==> src/rtl/addsub_pkg.sv <==
// Shared types and constants for the sequential add/sub unit (addsub_seq).
package addsub_pkg;

  typedef enum logic [1:0] {
    IDLE = 2'd0,
    RUN  = 2'd1,
    DONE = 2'd2
  } state_t;

  localparam logic MODE_ADD = 1'b0;
  localparam logic MODE_SUB = 1'b1;

  // Bit i of the W-bit saturation constant: 0111..1 when neg=0, 1000..0 when neg=1.
  function automatic logic sat_bit(input int w, input int i, input logic neg);
    return (i == w - 1) ? neg : ~neg;
  endfunction

endpackage

==> src/rtl/addsub_chunk.sv <==
// Combinational CHUNK-bit slice of the add/sub datapath; b is inverted for subtract.
module addsub_chunk
  import addsub_pkg::*;
#(
  parameter int CHUNK = 2
) (
  input  logic [CHUNK-1:0] a,
  input  logic [CHUNK-1:0] b,
  input  logic             m,
  input  logic             cin,
  output logic [CHUNK-1:0] sum,
  output logic             cout,
  output logic             c_top
);

  logic [CHUNK-1:0] w_b;
  logic [CHUNK:0]   w_full;

  assign w_b    = (m == MODE_ADD) ? b : ~b;
  assign w_full = {1'b0, a} + {1'b0, w_b} + {{CHUNK{1'b0}}, cin};
  assign sum    = w_full[CHUNK-1:0];
  assign cout   = w_full[CHUNK];

  // The top sum bit is a ^ b ^ carry_in, so the carry into it falls out by XOR.
  assign c_top  = w_full[CHUNK-1] ^ a[CHUNK-1] ^ w_b[CHUNK-1];

endmodule

==> src/rtl/addsub_seq.sv <==
// Multi-cycle W-bit adder/subtractor, CHUNK bits per clock, valid/ready on both sides.
// Build option: define ADDSUB_SAT_EN to clamp the result on signed overflow.
module addsub_seq
  import addsub_pkg::*;
#(
  parameter int W     = 8,
  parameter int CHUNK = 2
) (
  input  logic         clk,
  input  logic         rst,
  input  logic         in_valid,
  output logic         in_ready,
  input  logic [W-1:0] a,
  input  logic [W-1:0] b,
  input  logic         m,
  output logic         out_valid,
  input  logic         out_ready,
  output logic [W-1:0] s,
  output logic         cout,
  output logic         ovf,
  output logic         zero
);

  localparam int NCH = W / CHUNK;
  localparam int IW  = (NCH > 1) ? $clog2(NCH) : 1;

  state_t         r_state;
  logic [IW-1:0]  r_idx;
  logic           r_carry;
  logic           r_m;
  logic [W-1:0]   r_a;
  logic [W-1:0]   r_b;
  logic [W-1:0]   r_res;
  logic           r_cout;
  logic           r_ovf;
  logic           r_zero;

  logic [CHUNK-1:0] w_a_ch;
  logic [CHUNK-1:0] w_b_ch;
  logic [CHUNK-1:0] w_sum;
  logic             w_cout;
  logic             w_c_top;
  logic             w_last;
  logic             w_ovf;
  logic [W-1:0]     w_res_next;
  logic [W-1:0]     w_res_final;

  assign w_a_ch = r_a[int'(r_idx)*CHUNK +: CHUNK];
  assign w_b_ch = r_b[int'(r_idx)*CHUNK +: CHUNK];
  assign w_last = (r_idx == IW'(NCH - 1));
  assign w_ovf  = w_c_top ^ w_cout;

  addsub_chunk #(
    .CHUNK (CHUNK)
  ) u_chunk (
    .a     (w_a_ch),
    .b     (w_b_ch),
    .m     (r_m),
    .cin   (r_carry),
    .sum   (w_sum),
    .cout  (w_cout),
    .c_top (w_c_top)
  );

  always_comb begin
    // NOTE: each always_comb target gets a default before any conditional write, so no latch is inferred.
    w_res_next = r_res;
    w_res_next[int'(r_idx)*CHUNK +: CHUNK] = w_sum;
    w_res_final = w_res_next;
`ifdef ADDSUB_SAT_EN
    if (w_last && w_ovf) begin
      for (int i = 0; i < W; i++) begin
        w_res_final[i] = sat_bit(W, i, r_a[W-1]);
      end
    end
`endif
  end

  // Operand registers are only read in RUN after being loaded, so they carry no reset.
  always_ff @(posedge clk) begin
    // NOTE: state registers use non-blocking (<=) so every register samples pre-edge values.
    if (rst) begin
      r_state <= IDLE;
      r_idx   <= '0;
      r_carry <= 1'b0;
      r_res   <= '0;
      r_cout  <= 1'b0;
      r_ovf   <= 1'b0;
      r_zero  <= 1'b0;
    end else begin
      case (r_state)
        IDLE: begin
          if (in_valid) begin
            r_a     <= a;
            r_b     <= b;
            r_m     <= m;
            r_idx   <= '0;
            r_carry <= (m == MODE_SUB);
            r_res   <= '0;
            r_state <= RUN;
          end
        end
        RUN: begin
          r_res   <= w_res_final;
          r_carry <= w_cout;
          if (w_last) begin
            r_cout  <= w_cout;
            r_ovf   <= w_ovf;
            r_zero  <= (w_res_final == '0);
            r_state <= DONE;
          end else begin
            r_idx <= r_idx + IW'(1);
          end
        end
        DONE: begin
          if (out_ready) begin
            r_state <= IDLE;
          end
        end
        default: r_state <= IDLE;
      endcase
    end
  end

  assign in_ready  = (r_state == IDLE);
  assign out_valid = (r_state == DONE);
  assign s         = r_res;
  assign cout      = r_cout;
  assign ovf       = r_ovf;
  assign zero      = r_zero;

endmodule

==> config.mk <==
export PLATFORM = sky130hd
export DESIGN_NAME = addsub_seq
export DESIGN_NICKNAME = d
export VERILOG_FILES = /design/src/rtl/addsub_pkg.sv /design/src/rtl/addsub_chunk.sv /design/src/rtl/addsub_seq.sv
export SDC_FILE = /design/constraint.sdc
export NUM_CORES = 1
export LEC_CHECK = 0
export CAP_MARGIN = 10
export CORE_MARGIN = 1
export CORE_UTILIZATION = 50
export CTS_CLUSTER_SIZE = 14
export DETAILED_ROUTE_END_ITERATION = 6
export GPL_TIMING_DRIVEN = 0
export MAX_ROUTING_LAYER = met4
export PLACE_DENSITY = 0.88
export RECOVER_POWER = 50
export SETUP_SLACK_MARGIN = 0.1
export SLEW_MARGIN = 20
export SYNTH_ARGS = -nofsm -noshare
export SYNTH_HDL_FRONTEND = slang
export SYNTH_SLANG_ARGS = --single-unit
==> constraint.sdc <==
create_clock -name clk -period 3.6 [get_ports clk]
set_clock_uncertainty 0.1 [all_clocks]
set_input_delay 0.72 -clock clk [delete_from_list [all_inputs] [get_ports clk]]
set_output_delay 0.72 -clock clk [all_outputs]
set_load 0.05 [all_outputs]
==> summary.md <==
Final layout
• **area occupied by multi-input gates** 709 sq um
• **number of antenna repair diodes** 0
• **final net count** 202
• **post-layout instance area** 0.00203 sq mm
• **layout-stage area growth over the synthesis result** 27.1%
• **Filler Cell Count** 241
• **final design utilization** 0.670
• **register cell area after layout** 832 sq um
• **share of post-route cells with drive strength above 1** 0.0862

Yosys
• **most area-consuming cells after synthesis** edfxtp_1 (32%), dfxtp_1 (20%), mux4_1 (4.9%)
• **leading cell type by number of instances after synthesis** edfxtp_1
• **compound-cell area share of the yosys netlist** 0.131
• **Syn Inst Count** 133
• **Netlist cell types** 41
• **basic-gate share of the synthesized area counting and, or, nand and nor cells** 0.132
• **share of synthesized area spent on multiplexers** 0.0769
• **Netlist Area Pre-Place** 0.00160 sq mm
• **share of the yosys chip area belonging to registers** 0.521
• **total nets after synthesis** 162
• **largest area contributor in the synthesized netlist** edfxtp_1
• **YS warnings** 0
• **predominant post-synthesis flop cell** edfxtp_1
• **Avg Synthesized Cell Area** 12.0 sq um
• **proportion of synthesized flip-flops having asynchronous set or reset** 0
• **most used standard cells in the synthesized netlist** edfxtp_1 (17), dfxtp_1 (16), nor2_1 (13)
• **number of enable flip-flop cells after synthesis** 17
• **dominant combinational cell family by area after synthesis** simple AND/OR/NAND/NOR gates
• **Post-Synth XOR/XNOR Area** 0.0322
• **number of synthesized register bits** 33
• **share of Yosys cell area claimed by the top area cell type** 0.320
• **adder-cell share of the synthesized area** 0.0722

Hold path
• **depth of the worst hold-timing path** 2
• **hold wc startpoint** zero
• **WHS Endpoint** zero
• **type of the tightest min-delay check** register to register

Floorplanning
• **area of the core** 0.00303 sq mm
• **number of rows created at floorplan** 20
• **number of primary I/O pins** 34
• **Horiz. Die Dim** 58.5 um
• **die outline height** 58.5 um
• **area enclosed by the die boundary** 0.00342 sq mm
• **initial core utilization** 0.527

Route
• **average wire per standard cell** 14.5 um
• **Vias per Instance** 5.54
• **DRC violation count after routing** 0
• **starting DRC count in detailed routing** 59
• **DRT Pass-1 Iters** 4
• **vias after detailed routing** 1208
• **post-route ant nets** 0
• **Post-Route WL** 3.16 mm

Place
• **post-detailed-placement cell area** 0.00199 sq mm
• **final weighted congestion of routability-driven global placement** 0.849
• **post-detail-place hpwl** 2.35 mm
• **count of input and output buffers** 32

GRT
• **global-route track usage on met3** 0.0681
• **initial antenna violation count** 0
• **pin count of the biggest net entering global routing** 11
• **global routing usage summed across all routing layers** 0.212
• **GR met1 Demand/Resource** 0.227
• **global route hottest layer** met2
• **met2 global-route usage** 0.353
• **via count of the first global-routing pass** 1170
• **residual overflow from global routing** 0
• **global-route wire length before repair** 5.06 mm

Clocking
• **clock slew at the register clock pins of the worst setup and hold paths** 100 ps
• **maximum count of clock buffers along a single path** 2
• **clock insertion delay at the later pin of the skew report** 340 ps
• **total of hold buffers inserted after clock tree synthesis** 0
• **count of H-tree levels built during CTS** 2
• **Inserted Clock Buffers** 5
• **CTS tree** yes
• **TritonCTS sink count** 33
• **Clock Tree Root** clkbuf_4

Worst setup path
• **Crit. Startpoint** r_idx[0]
• **category of the worst setup path launch point** register
• **largest fanout on the critical path** 10
• **Required @ worst endpoint** 3780 ps
• **slack of the worst reg-to-reg path** 330 ps
• **cell count of the worst reg-to-reg path** 10
• **capture instance of the worst register-to-register path** s[7]
• **endpoint type of the worst setup path** register
• **arrival time at the worst endpoint** 3450 ps
• **category of the most critical setup path** register to register
• **R2R Path Start** r_idx[0]

Job
• **number of max-cap violations** 0

Timing
• **transition time at the pin with the least slew margin** 1160 ps
• **number of failing setup endpoints in the final timing report** 0
• **final critical delay including setup and external delays** 3270 ps
• **worst-case headroom to the max-slew limit** 0.221
• **number of pins with negative max-slew slack in the final report** 0
• **number of failing hold endpoints at the final stage** 0
• **post-route clock period utilization** 0.909
• **Achievable Freq** 306 MHz
• **RSZ-0062 raised after global routing** false
• **post-route setup TNS** 0 ps

Pwr
• **maximum VDD drop** 0.242 mV
• **P per Cell Area** 380 mW/mm^2
• **Leakage Power** 0.711 nW

Outcome
• **run status** finished clean

==> logic make-up after synthesis <==
group	after synthesis
flops	33
simple gates	40
fa+ha+maj	8
buf+inv	13
mux	6
compound gates	28
xor+xnor	5
==> how the worst max path moves through the flow <==
stage / slack, ps / endpoint / depth (start not counted)
4_1_cts: 220 / zero / 10
6_report: 330 / s[7] / 10
5_1_grt: 180 / s[7] / 10
2_1_floorplan: 490 / zero / 10
3_5_place_dp: 240 / zero / 10
3_3_place_gp: 220 / r_b[5] / 3
==> layout by cell type, fill, tap and decap left out, types with 4 or more instances in the layout <==
cell and instances:
dlygate4sd3_1 18, edfxtp_1 17, dfxtp_1 15, clkdlybuf4s50_1 14, nor2_1 13, nand2_1 8
clkbuf_1 7, inv_1 7, nand2b_1 6, ha_1 6, nor2b_1 5, a22oi_1 5
clkbuf_4 5, a2bb2oi_1 4
==> stage by stage <==
| stage | power [mW] | setup WS [ps] | hold WS (ps) | instances |
|---|---|---|---|---|
| after floorplan | 0.529 | 494 | 435 | 133 |
| after global placement | 0.572 | 216 | 343 | 209 |
| after detailed placement | 0.582 | 239 | 344 | 210 |
| after CTS | 0.780 | 217 | 358 | 218 |
| after global routing | 0.809 | 180 | 395 | 218 |
| final | 0.771 | 328 | 354 | 218 |
==> flip-flops by register name (all words and copies together) (netlist names) <==
| register | count |
|---|---|
| r_a | 8 |
| r_b | 8 |
| s | 8 |
| r_idx | 2 |
| r_state | 2 |
| cout | 1 |
| ovf | 1 |
| r_carry | 1 |
| r_m | 1 |
| zero | 1 |
==> critical path, cell delays in order, from the launching register on <==
cell and delay [ps]:
dfxtp_2 400, buf_6 160, mux4_1 570, xor2_1 170, fa_1 390, inv_1 80
fa_1 500, or3b_1 420, o2bb2ai_1 190, a22oi_1 110, nor2_1 120
==> metal layers <==
| layer | up-vias | share of wire |
|---|---|---|
| met3 | 11 | 0.061 |
| met2 | 51 | 0.52 |
| li1 | 567 | - |
| met4 | 0 | 0.025 |
| met1 | 579 | 0.40 |
| met5 | - | 0 |
==> where the power goes <==
part | internal (mW) | leakage (nW) | switching [mW]
clock | 0.0743 | 0.0320 | 0.126
sequential | 0.410 | 0.288 | 0.00704
combinational | 0.0721 | 0.391 | 0.0818
total | 0.556 | 0.711 | 0.214
==> cell type report <==
| type | count | share of cell area |
|---|---|---|
| tap | 44 | 0.0271 |
| clock buffer | 6 | 0.0204 |
| clock inverter | 2 | 0.00494 |
| timing repair buffer | 33 | 0.160 |
| sequential | 33 | 0.410 |
| buffer | 6 | 0.0148 |
| multi-input combinational | 87 | 0.350 |
| inverter | 7 | 0.0130 |
==> what timing repair did <==
| item | 4_1_cts | 5_1_grt |
|---|---|---|
| gates resized for setup | 0 | 2 |
| buffers inserted | 0 | 0 |
| setup endpoints to repair | 0 | 2 |
(Power assumes the default switching activity.)
